### src/rtl/exp_job_arbiter_if.sv
// Requester/engine bundle for the exponent-job arbiter.
// Latency: none (wires only).
// Backpressure: requesters hold req_valid until req_ready; responses hold until resp_ack.
//
// Signals:
//   req_valid/req_a/req_n  per-requester request and operands (slot i at [i*W +: W])
//   req_ready              one-cycle accept pulse per requester
//   resp_valid/resp_result/resp_err/resp_ack  per-requester response handshake, shared result bus
//   eng_go/eng_a/eng_n/eng_result/eng_done    exponent engine connection
//   busy                   arbiter not idle
interface exp_job_arbiter_if #(
    parameter int NREQ = 4,
    parameter int W    = 8,
    parameter int RW   = 16
);
    logic [NREQ-1:0]   req_valid;
    logic [NREQ*W-1:0] req_a;
    logic [NREQ*W-1:0] req_n;
    logic [NREQ-1:0]   req_ready;
    logic [NREQ-1:0]   resp_valid;
    logic [RW-1:0]     resp_result;
    logic              resp_err;
    logic [NREQ-1:0]   resp_ack;
    logic              eng_go;
    logic [W-1:0]      eng_a;
    logic [W-1:0]      eng_n;
    logic [RW-1:0]     eng_result;
    logic              eng_done;
    logic              busy;

    // Arbiter side
    modport slave (
        input  req_valid, req_a, req_n, resp_ack, eng_result, eng_done,
        output req_ready, resp_valid, resp_result, resp_err, eng_go, eng_a, eng_n, busy
    );

    // Requester/engine environment side
    modport master (
        output req_valid, req_a, req_n, resp_ack, eng_result, eng_done,
        input  req_ready, resp_valid, resp_result, resp_err, eng_go, eng_a, eng_n, busy
    );
endinterface

### src/rtl/exp_job_arbiter.sv
// Round-robin arbiter sharing one a^n engine between NREQ requesters, with job watchdog.
// Latency: req_ready 1 cycle after request seen in IDLE; resp_valid 1 cycle after eng_done rises.
// Backpressure: one job at a time; response held until the owner's resp_ack, no new job meanwhile.
//
// Ports:
//   clk     system clock, rising edge
//   rst     synchronous reset, active-low
//   io_job  requester + engine bundle (exp_job_arbiter_if.slave), all outputs registered
module exp_job_arbiter #(
    parameter int NREQ      = 4,
    parameter int W         = 8,
    parameter int RW        = 16,
    parameter int TO_CYCLES = 1023
) (
    input  logic             clk,
    input  logic             rst,
    exp_job_arbiter_if.slave io_job
);
    localparam int PW  = $clog2(NREQ);
    localparam int SW  = PW + 1;
    localparam int WDW = $clog2(TO_CYCLES + 1);

    typedef enum logic [2:0] {IDLE, ISSUE, WAIT_LOW, WAIT_HI, RESP} state_t;

    state_t          r_state,       w_state_nxt;
    logic [PW-1:0]   r_ptr,         w_ptr_nxt;     // last grant; also owner of the current job
    logic [WDW-1:0]  r_wdog,        w_wdog_nxt;
    logic [NREQ-1:0] r_req_ready,   w_req_ready_nxt;
    logic [NREQ-1:0] r_resp_valid,  w_resp_valid_nxt;
    logic [RW-1:0]   r_resp_result, w_resp_result_nxt;
    logic            r_resp_err,    w_resp_err_nxt;
    logic            r_eng_go,      w_eng_go_nxt;
    logic [W-1:0]    r_eng_a,       w_eng_a_nxt;
    logic [W-1:0]    r_eng_n,       w_eng_n_nxt;
    logic            r_busy,        w_busy_nxt;

    logic            w_found;
    logic [PW-1:0]   w_gnt;
    logic [SW-1:0]   w_idx;
    logic            w_timeout;

    // First valid requester after the pointer, wrapping modulo NREQ.
    always_comb begin
        w_found = 1'b0;
        w_gnt   = r_ptr;
        w_idx   = '0;
        for (int k = 1; k <= NREQ; k++) begin
            w_idx = {1'b0, r_ptr} + SW'(k);
            if (w_idx >= SW'(NREQ)) begin
                w_idx = w_idx - SW'(NREQ);
            end
            if (!w_found && io_job.req_valid[w_idx[PW-1:0]]) begin
                w_found = 1'b1;
                w_gnt   = w_idx[PW-1:0];
            end
        end
    end

    // Counter holds cycles already spent waiting; this is the TO_CYCLES-th one.
    assign w_timeout = (r_wdog == WDW'(TO_CYCLES - 1));

    always_comb begin
        w_state_nxt       = r_state;
        w_ptr_nxt         = r_ptr;
        w_wdog_nxt        = r_wdog;
        w_req_ready_nxt   = '0;
        w_resp_valid_nxt  = r_resp_valid;
        w_resp_result_nxt = r_resp_result;
        w_resp_err_nxt    = r_resp_err;
        w_eng_go_nxt      = 1'b0;
        w_eng_a_nxt       = r_eng_a;
        w_eng_n_nxt       = r_eng_n;

        case (r_state)
            IDLE: begin
                if (w_found) begin
                    w_ptr_nxt              = w_gnt;
                    w_eng_a_nxt            = io_job.req_a[w_gnt*W +: W];
                    w_eng_n_nxt            = io_job.req_n[w_gnt*W +: W];
                    w_req_ready_nxt[w_gnt] = 1'b1;
                    w_eng_go_nxt           = 1'b1;
                    w_state_nxt            = ISSUE;
                end
            end
            ISSUE: begin
                w_wdog_nxt  = '0;
                w_state_nxt = WAIT_LOW;
            end
            // The engine may still show done from its previous job; wait for it to drop first.
            WAIT_LOW: begin
                w_wdog_nxt = r_wdog + WDW'(1);
                if (w_timeout) begin
                    w_resp_result_nxt       = '0;
                    w_resp_err_nxt          = 1'b1;
                    w_resp_valid_nxt        = '0;
                    w_resp_valid_nxt[r_ptr] = 1'b1;
                    w_state_nxt             = RESP;
                end else if (!io_job.eng_done) begin
                    w_state_nxt = WAIT_HI;
                end
            end
            // A real result arriving on the last allowed cycle wins over the timeout.
            WAIT_HI: begin
                w_wdog_nxt = r_wdog + WDW'(1);
                if (io_job.eng_done || w_timeout) begin
                    w_resp_result_nxt       = io_job.eng_done ? io_job.eng_result : '0;
                    w_resp_err_nxt          = !io_job.eng_done;
                    w_resp_valid_nxt        = '0;
                    w_resp_valid_nxt[r_ptr] = 1'b1;
                    w_state_nxt             = RESP;
                end
            end
            RESP: begin
                if (io_job.resp_ack[r_ptr]) begin
                    w_resp_valid_nxt = '0;
                    w_state_nxt      = IDLE;
                end
            end
            default: begin
                w_state_nxt = IDLE;
            end
        endcase

        w_busy_nxt = (w_state_nxt != IDLE);
    end

    always_ff @(posedge clk) begin
        if (!rst) begin
            r_state       <= IDLE;
            r_ptr         <= PW'(NREQ - 1);
            r_wdog        <= '0;
            r_req_ready   <= '0;
            r_resp_valid  <= '0;
            r_resp_result <= '0;
            r_resp_err    <= 1'b0;
            r_eng_go      <= 1'b0;
            r_eng_a       <= '0;
            r_eng_n       <= '0;
            r_busy        <= 1'b0;
        end else begin
            r_state       <= w_state_nxt;
            r_ptr         <= w_ptr_nxt;
            r_wdog        <= w_wdog_nxt;
            r_req_ready   <= w_req_ready_nxt;
            r_resp_valid  <= w_resp_valid_nxt;
            r_resp_result <= w_resp_result_nxt;
            r_resp_err    <= w_resp_err_nxt;
            r_eng_go      <= w_eng_go_nxt;
            r_eng_a       <= w_eng_a_nxt;
            r_eng_n       <= w_eng_n_nxt;
            r_busy        <= w_busy_nxt;
        end
    end

    assign io_job.req_ready   = r_req_ready;
    assign io_job.resp_valid  = r_resp_valid;
    assign io_job.resp_result = r_resp_result;
    assign io_job.resp_err    = r_resp_err;
    assign io_job.eng_go      = r_eng_go;
    assign io_job.eng_a       = r_eng_a;
    assign io_job.eng_n       = r_eng_n;
    assign io_job.busy        = r_busy;
endmodule
### src/flat_wrapper.sv
// flat-port wrapper written by rule: the top's interface ports become plain ports
module exp_job_arbiter_flat 
#(
    parameter int NREQ      = 4,
    parameter int W         = 8,
    parameter int RW        = 16,
    parameter int TO_CYCLES = 1023
)
  (clk, rst, io_job_req_valid, io_job_req_a, io_job_req_n, io_job_resp_ack, io_job_eng_result, io_job_eng_done, io_job_req_ready, io_job_resp_valid, io_job_resp_result, io_job_resp_err, io_job_eng_go, io_job_eng_a, io_job_eng_n, io_job_busy);
  exp_job_arbiter_if #(.NREQ(NREQ), .W(W), .RW(RW)) io_job_i ();
  input  logic clk;
  input  logic rst;
  input wire logic [$bits(io_job_i.req_valid)-1:0] io_job_req_valid;
  input wire logic [$bits(io_job_i.req_a)-1:0] io_job_req_a;
  input wire logic [$bits(io_job_i.req_n)-1:0] io_job_req_n;
  input wire logic [$bits(io_job_i.resp_ack)-1:0] io_job_resp_ack;
  input wire logic [$bits(io_job_i.eng_result)-1:0] io_job_eng_result;
  input wire logic [$bits(io_job_i.eng_done)-1:0] io_job_eng_done;
  output wire logic [$bits(io_job_i.req_ready)-1:0] io_job_req_ready;
  output wire logic [$bits(io_job_i.resp_valid)-1:0] io_job_resp_valid;
  output wire logic [$bits(io_job_i.resp_result)-1:0] io_job_resp_result;
  output wire logic [$bits(io_job_i.resp_err)-1:0] io_job_resp_err;
  output wire logic [$bits(io_job_i.eng_go)-1:0] io_job_eng_go;
  output wire logic [$bits(io_job_i.eng_a)-1:0] io_job_eng_a;
  output wire logic [$bits(io_job_i.eng_n)-1:0] io_job_eng_n;
  output wire logic [$bits(io_job_i.busy)-1:0] io_job_busy;
  assign io_job_i.req_valid = io_job_req_valid;
  assign io_job_i.req_a = io_job_req_a;
  assign io_job_i.req_n = io_job_req_n;
  assign io_job_i.resp_ack = io_job_resp_ack;
  assign io_job_i.eng_result = io_job_eng_result;
  assign io_job_i.eng_done = io_job_eng_done;
  assign io_job_req_ready = io_job_i.req_ready;
  assign io_job_resp_valid = io_job_i.resp_valid;
  assign io_job_resp_result = io_job_i.resp_result;
  assign io_job_resp_err = io_job_i.resp_err;
  assign io_job_eng_go = io_job_i.eng_go;
  assign io_job_eng_a = io_job_i.eng_a;
  assign io_job_eng_n = io_job_i.eng_n;
  assign io_job_busy = io_job_i.busy;
  exp_job_arbiter #(.NREQ(NREQ), .W(W), .RW(RW), .TO_CYCLES(TO_CYCLES)) u_core (.clk(clk), .rst(rst), .io_job(io_job_i));
endmodule
### config.mk
export PLATFORM = sky130hd
export DESIGN_NAME = exp_job_arbiter_flat
export DESIGN_NICKNAME = d
export VERILOG_FILES = /design/src/rtl/exp_job_arbiter_if.sv /design/src/rtl/exp_job_arbiter.sv /design/src/flat_wrapper.sv
export SDC_FILE = /design/constraint.sdc
export NUM_CORES = 1
export LEC_CHECK = 0
export CELL_PAD_IN_SITES_DETAIL_PLACEMENT = 1
export CELL_PAD_IN_SITES_GLOBAL_PLACEMENT = 1
export CORE_MARGIN = 1.5
export CORE_UTILIZATION = 30
export DETAILED_ROUTE_END_ITERATION = 16
export PLACE_DENSITY_LB_ADDON = 0.05
export SYNTH_ARGS = -nofsm -noshare
export SYNTH_HDL_FRONTEND = slang
export SYNTH_SLANG_ARGS = --single-unit
### constraint.sdc
create_clock -name clk -period 3.1 [get_ports clk]
set_input_delay 0.775 -clock clk [delete_from_list [all_inputs] [get_ports clk]]
set_output_delay 0.775 -clock clk [all_outputs]
set_load 0.03 [all_outputs]
==> flow_metrics.py <==
metrics = {
    "outcome": {
        "outcome": "complete, no violations",
    },
    "route": {
        "ant_nets": 0,
        "wl_met3_um": 655,
        "wl_per_cell_um": 16.61,
        "num_vias": 2874,
        "drt-pass1-iter-count": 4,
        "drt-met1-wl_um": 4002,
        "wl_met2_um": 4780,
        "drc": 0,
        "drt_wl_total_um": 9618,
        "first_iter_violations": 56,
        "vias_per_cell": 4.964,
        "routed.top_layer": "met4",
    },
    "floorplan": {
        "top_level_ports": 134,
        "fp.dieW_um": 101.7,
        "start_util": 0.3133,
        "die_h_um": 101.7,
        "core_um2": 9328,
        "die-area_um2": 10340,
        "row_count": 35,
    },
    "logic_synthesis": {
        "synth-simple-area-share": 0.1854,
        "syn_avg_cell_area_um2": 9.614,
        "ys_ff_latch": 58,
        "synth_edf_count": 0,
        "netlist_instances": 304,
        "synth_compound_gate_area_share": 0.1738,
        "synthAdderAreaFrac": 0.02568,
        "ys.flop_type": "dfxtp_1",
        "synth_area_um2": 2923,
        "synth-xor-area-share": 0.01241,
        "synth_mux_area_frac": 0.1485,
        "synth_common_cells": "dfxtp_1 (58), mux2i_1 (34), nand2_1 (33)",
        "seq_area_frac_synth": 0.3973,
        "synth_fp_nets": 401,
        "synth_top_family_by_area": "simple AND/OR/NAND/NOR gates",
        "yosys_warnings": 0,
        "yosysMostFrequentCell": "dfxtp_1",
        "synthTopCellsByArea": "dfxtp_1 (40%), mux2i_1 (12%), a22oi_1 (5.1%), nor2b_1 (5.1%), o221ai_1 (4.8%)",
        "synth-async-reset-ratio": 0,
        "post-synth-top-area-fraction": 0.3973,
        "yosysTopAreaCell": "dfxtp_1",
        "yosysUniqueCellTypes": 47,
    },
    "setup_path": {
        "cp.required_ps": 3300,
        "end_kind": "flip-flop",
        "crit_path_max_fanout": 18,
        "ff2ff_path_depth": 9,
        "rrSetupSlack_ps": 410,
        "crit_type": "reg2reg",
        "cp-start-kind": "flip-flop",
        "r2r-end": "u_core.io_job.eng_n[5]",
        "worstPathArrival_ps": 2890,
        "crit-reg2reg-launch": "u_core.r_ptr[0]",
    },
    "clocking": {
        "cts_setup_buffers": 0,
        "insertion_delay_ps": 330,
        "cts_resized": 0,
        "holdBufCountCts": 0,
        "clockRootBuffer": "clkbuf_8",
        "cts.sinks": 58,
        "numCtsBuffers": 9,
        "cts_tree": "built",
        "h-tree-depth": 3,
        "clk_path_buf_depth": 2,
        "cts.reportedPaths.clkPinSlew_ps": 70,
    },
    "cells_and_area": {
        "area_growth_pct": 60.23,
        "drive_gt1_frac": 0.09333,
        "antenna_cells": 0,
        "nets": 542,
        "utilization": 0.5021,
    },
    "timing": {
        "hold_violations": 0,
        "finalSetupViolCount": 0,
        "period_needed_ps": 2693,
        "tns_ps": 0,
        "rsz0062_at_grt": "false",
        "worst_pin_slew_ps": 607.7,
        "max_freq_mhz": 371.4,
        "maxSlewViolCount": 0,
        "post-route-period-util": 0.8686,
        "max-slew-margin-rel": 0.5939,
        "fin_skew_ps": 6.650,
    },
    "hold_path": {
        "min_path_cells": 2,
        "hold_class": "reg2reg",
        "hold_end": "u_core.io_job.eng_a[6]",
        "holdCritStartpoint": "u_core.io_job.eng_a[6]",
    },
    "power_and_ir_drop": {
        "p_per_area_nw_per_um2": 787.8,
        "vdd_ir_drop_max_v": 0.0003046,
        "p_leak_nw": 1.818,
    },
    "global_route": {
        "grt_overflow": 0,
        "antenna_found_initial": 0,
        "grt_pass1_wl_um": 14990,
        "grt_pass1_vias": 2974,
        "grt_max_degree": 34,
        "track_usage": 0.1883,
    },
    "placed_design": {
        "place_hpwl_um": 7227,
        "place.port_buffers": 133,
        "gp_congestion": 0.8170,
    },
    "job": {
        "maxCapViolCount": 0,
    },
}
## through the flow
stage                     hold WS [ps]  area [um^2]  total power, W  worst slack [ps]  cells
after floorplan                  457.2         2923        0.002273             595.6    304
after global placement           443.8         4464        0.002910             166.0    563
after detailed placement         448.5         4464        0.002948             79.96    563
after CTS                        469.0         4683        0.003746             395.9    579
after global routing             503.1         4683        0.003909             217.3    579
final                            465.3         4683        0.003689             407.2    579
## worst max-delay path by stage
stage                   startpoint                      to  cells past startpoint
2_1_floorplan  io_job_req_valid[1]  u_core.io_job.eng_a[3]                      8
3_3_place_gp   io_job_req_valid[3]  u_core.io_job.eng_a[5]                      8
3_5_place_dp   io_job_req_valid[3]  u_core.io_job.eng_n[5]                      8
4_1_cts            u_core.r_ptr[0]  u_core.io_job.eng_n[5]                      9
5_1_grt            u_core.r_ptr[0]  u_core.io_job.eng_a[5]                      9
6_report           u_core.r_ptr[0]  u_core.io_job.eng_n[5]                      9
## where the power goes
part / switching (W) / internal [W] / leakage (nW) / total [W]
combinational: 0.000965 / 0.000974 / 1.24 / 0.00194
sequential: 0.0000838 / 0.000883 / 0.473 / 0.000966
clock: 0.000312 / 0.000472 / 0.109 / 0.000784
## sequential cells by signal, indices dropped and copies added, names as in the netlist
name,cells
u_core.io_job.resp_result,16
u_core.r_wdog,10
u_core.io_job.eng_a,8
u_core.io_job.eng_n,8
u_core.io_job.req_ready,4
u_core.io_job.resp_valid,4
u_core.r_state,3
u_core.r_ptr,2
u_core.io_job.busy,1
u_core.io_job.eng_go,1
u_core.io_job.resp_err,1
## routing by layer
layer | GRT usage | up-vias
li1 | - | 1391
met3 | 0.04348 | 12
met5 | 0 | -
met2 | 0.3313 | 88
met4 | 0.07799 | 0
met1 | 0.2195 | 1383
## worst max-delay path, cell delays in order, from the launching register on
cell	delay [ps]
dfxtp_1	600
inv_1	150
ha_1	420
mux4_2	330
nor2b_4	150
nor2_4	170
xnor2_4	170
buf_12	210
mux2i_1	210
o221ai_1	140
## cells in the final DEF (no fill, tap or decap), types with 10 or more instances in the layout
| cell | n |
|---|---|
| nor2b_1 | 24 |
| clkbuf_8 | 10 |
| mux2i_1 | 34 |
| clkdlybuf4s50_1 | 133 |
| dfxtp_1 | 58 |
| nor2_1 | 14 |
| nand2_1 | 33 |
| buf_4 | 14 |
| o221ai_1 | 16 |
| a22oi_1 | 20 |
## logic make-up after synthesis
group                      Yosys count
adders and majority gates            6
buffers and inverters               29
and+or+nand+nor                    104
DFF                                 58
AOI/OAI and AO/OA                   67
xor gates and xnor gates             2
muxes                               38
## cell type report
type | instances | area [um^2]
Sequential cell | 58 | 1161
Timing Repair Buffer | 151 | 1516
Clock buffer | 11 | 141.4
Fill cell | 1069 | 4644
Clock inverter | 5 | 77.57
Inverter | 8 | 30.03
Multi-Input combinational cell | 217 | 1595
Tap cell | 129 | 161.4
No activity file was read; power rests on OpenSTA's default activity.
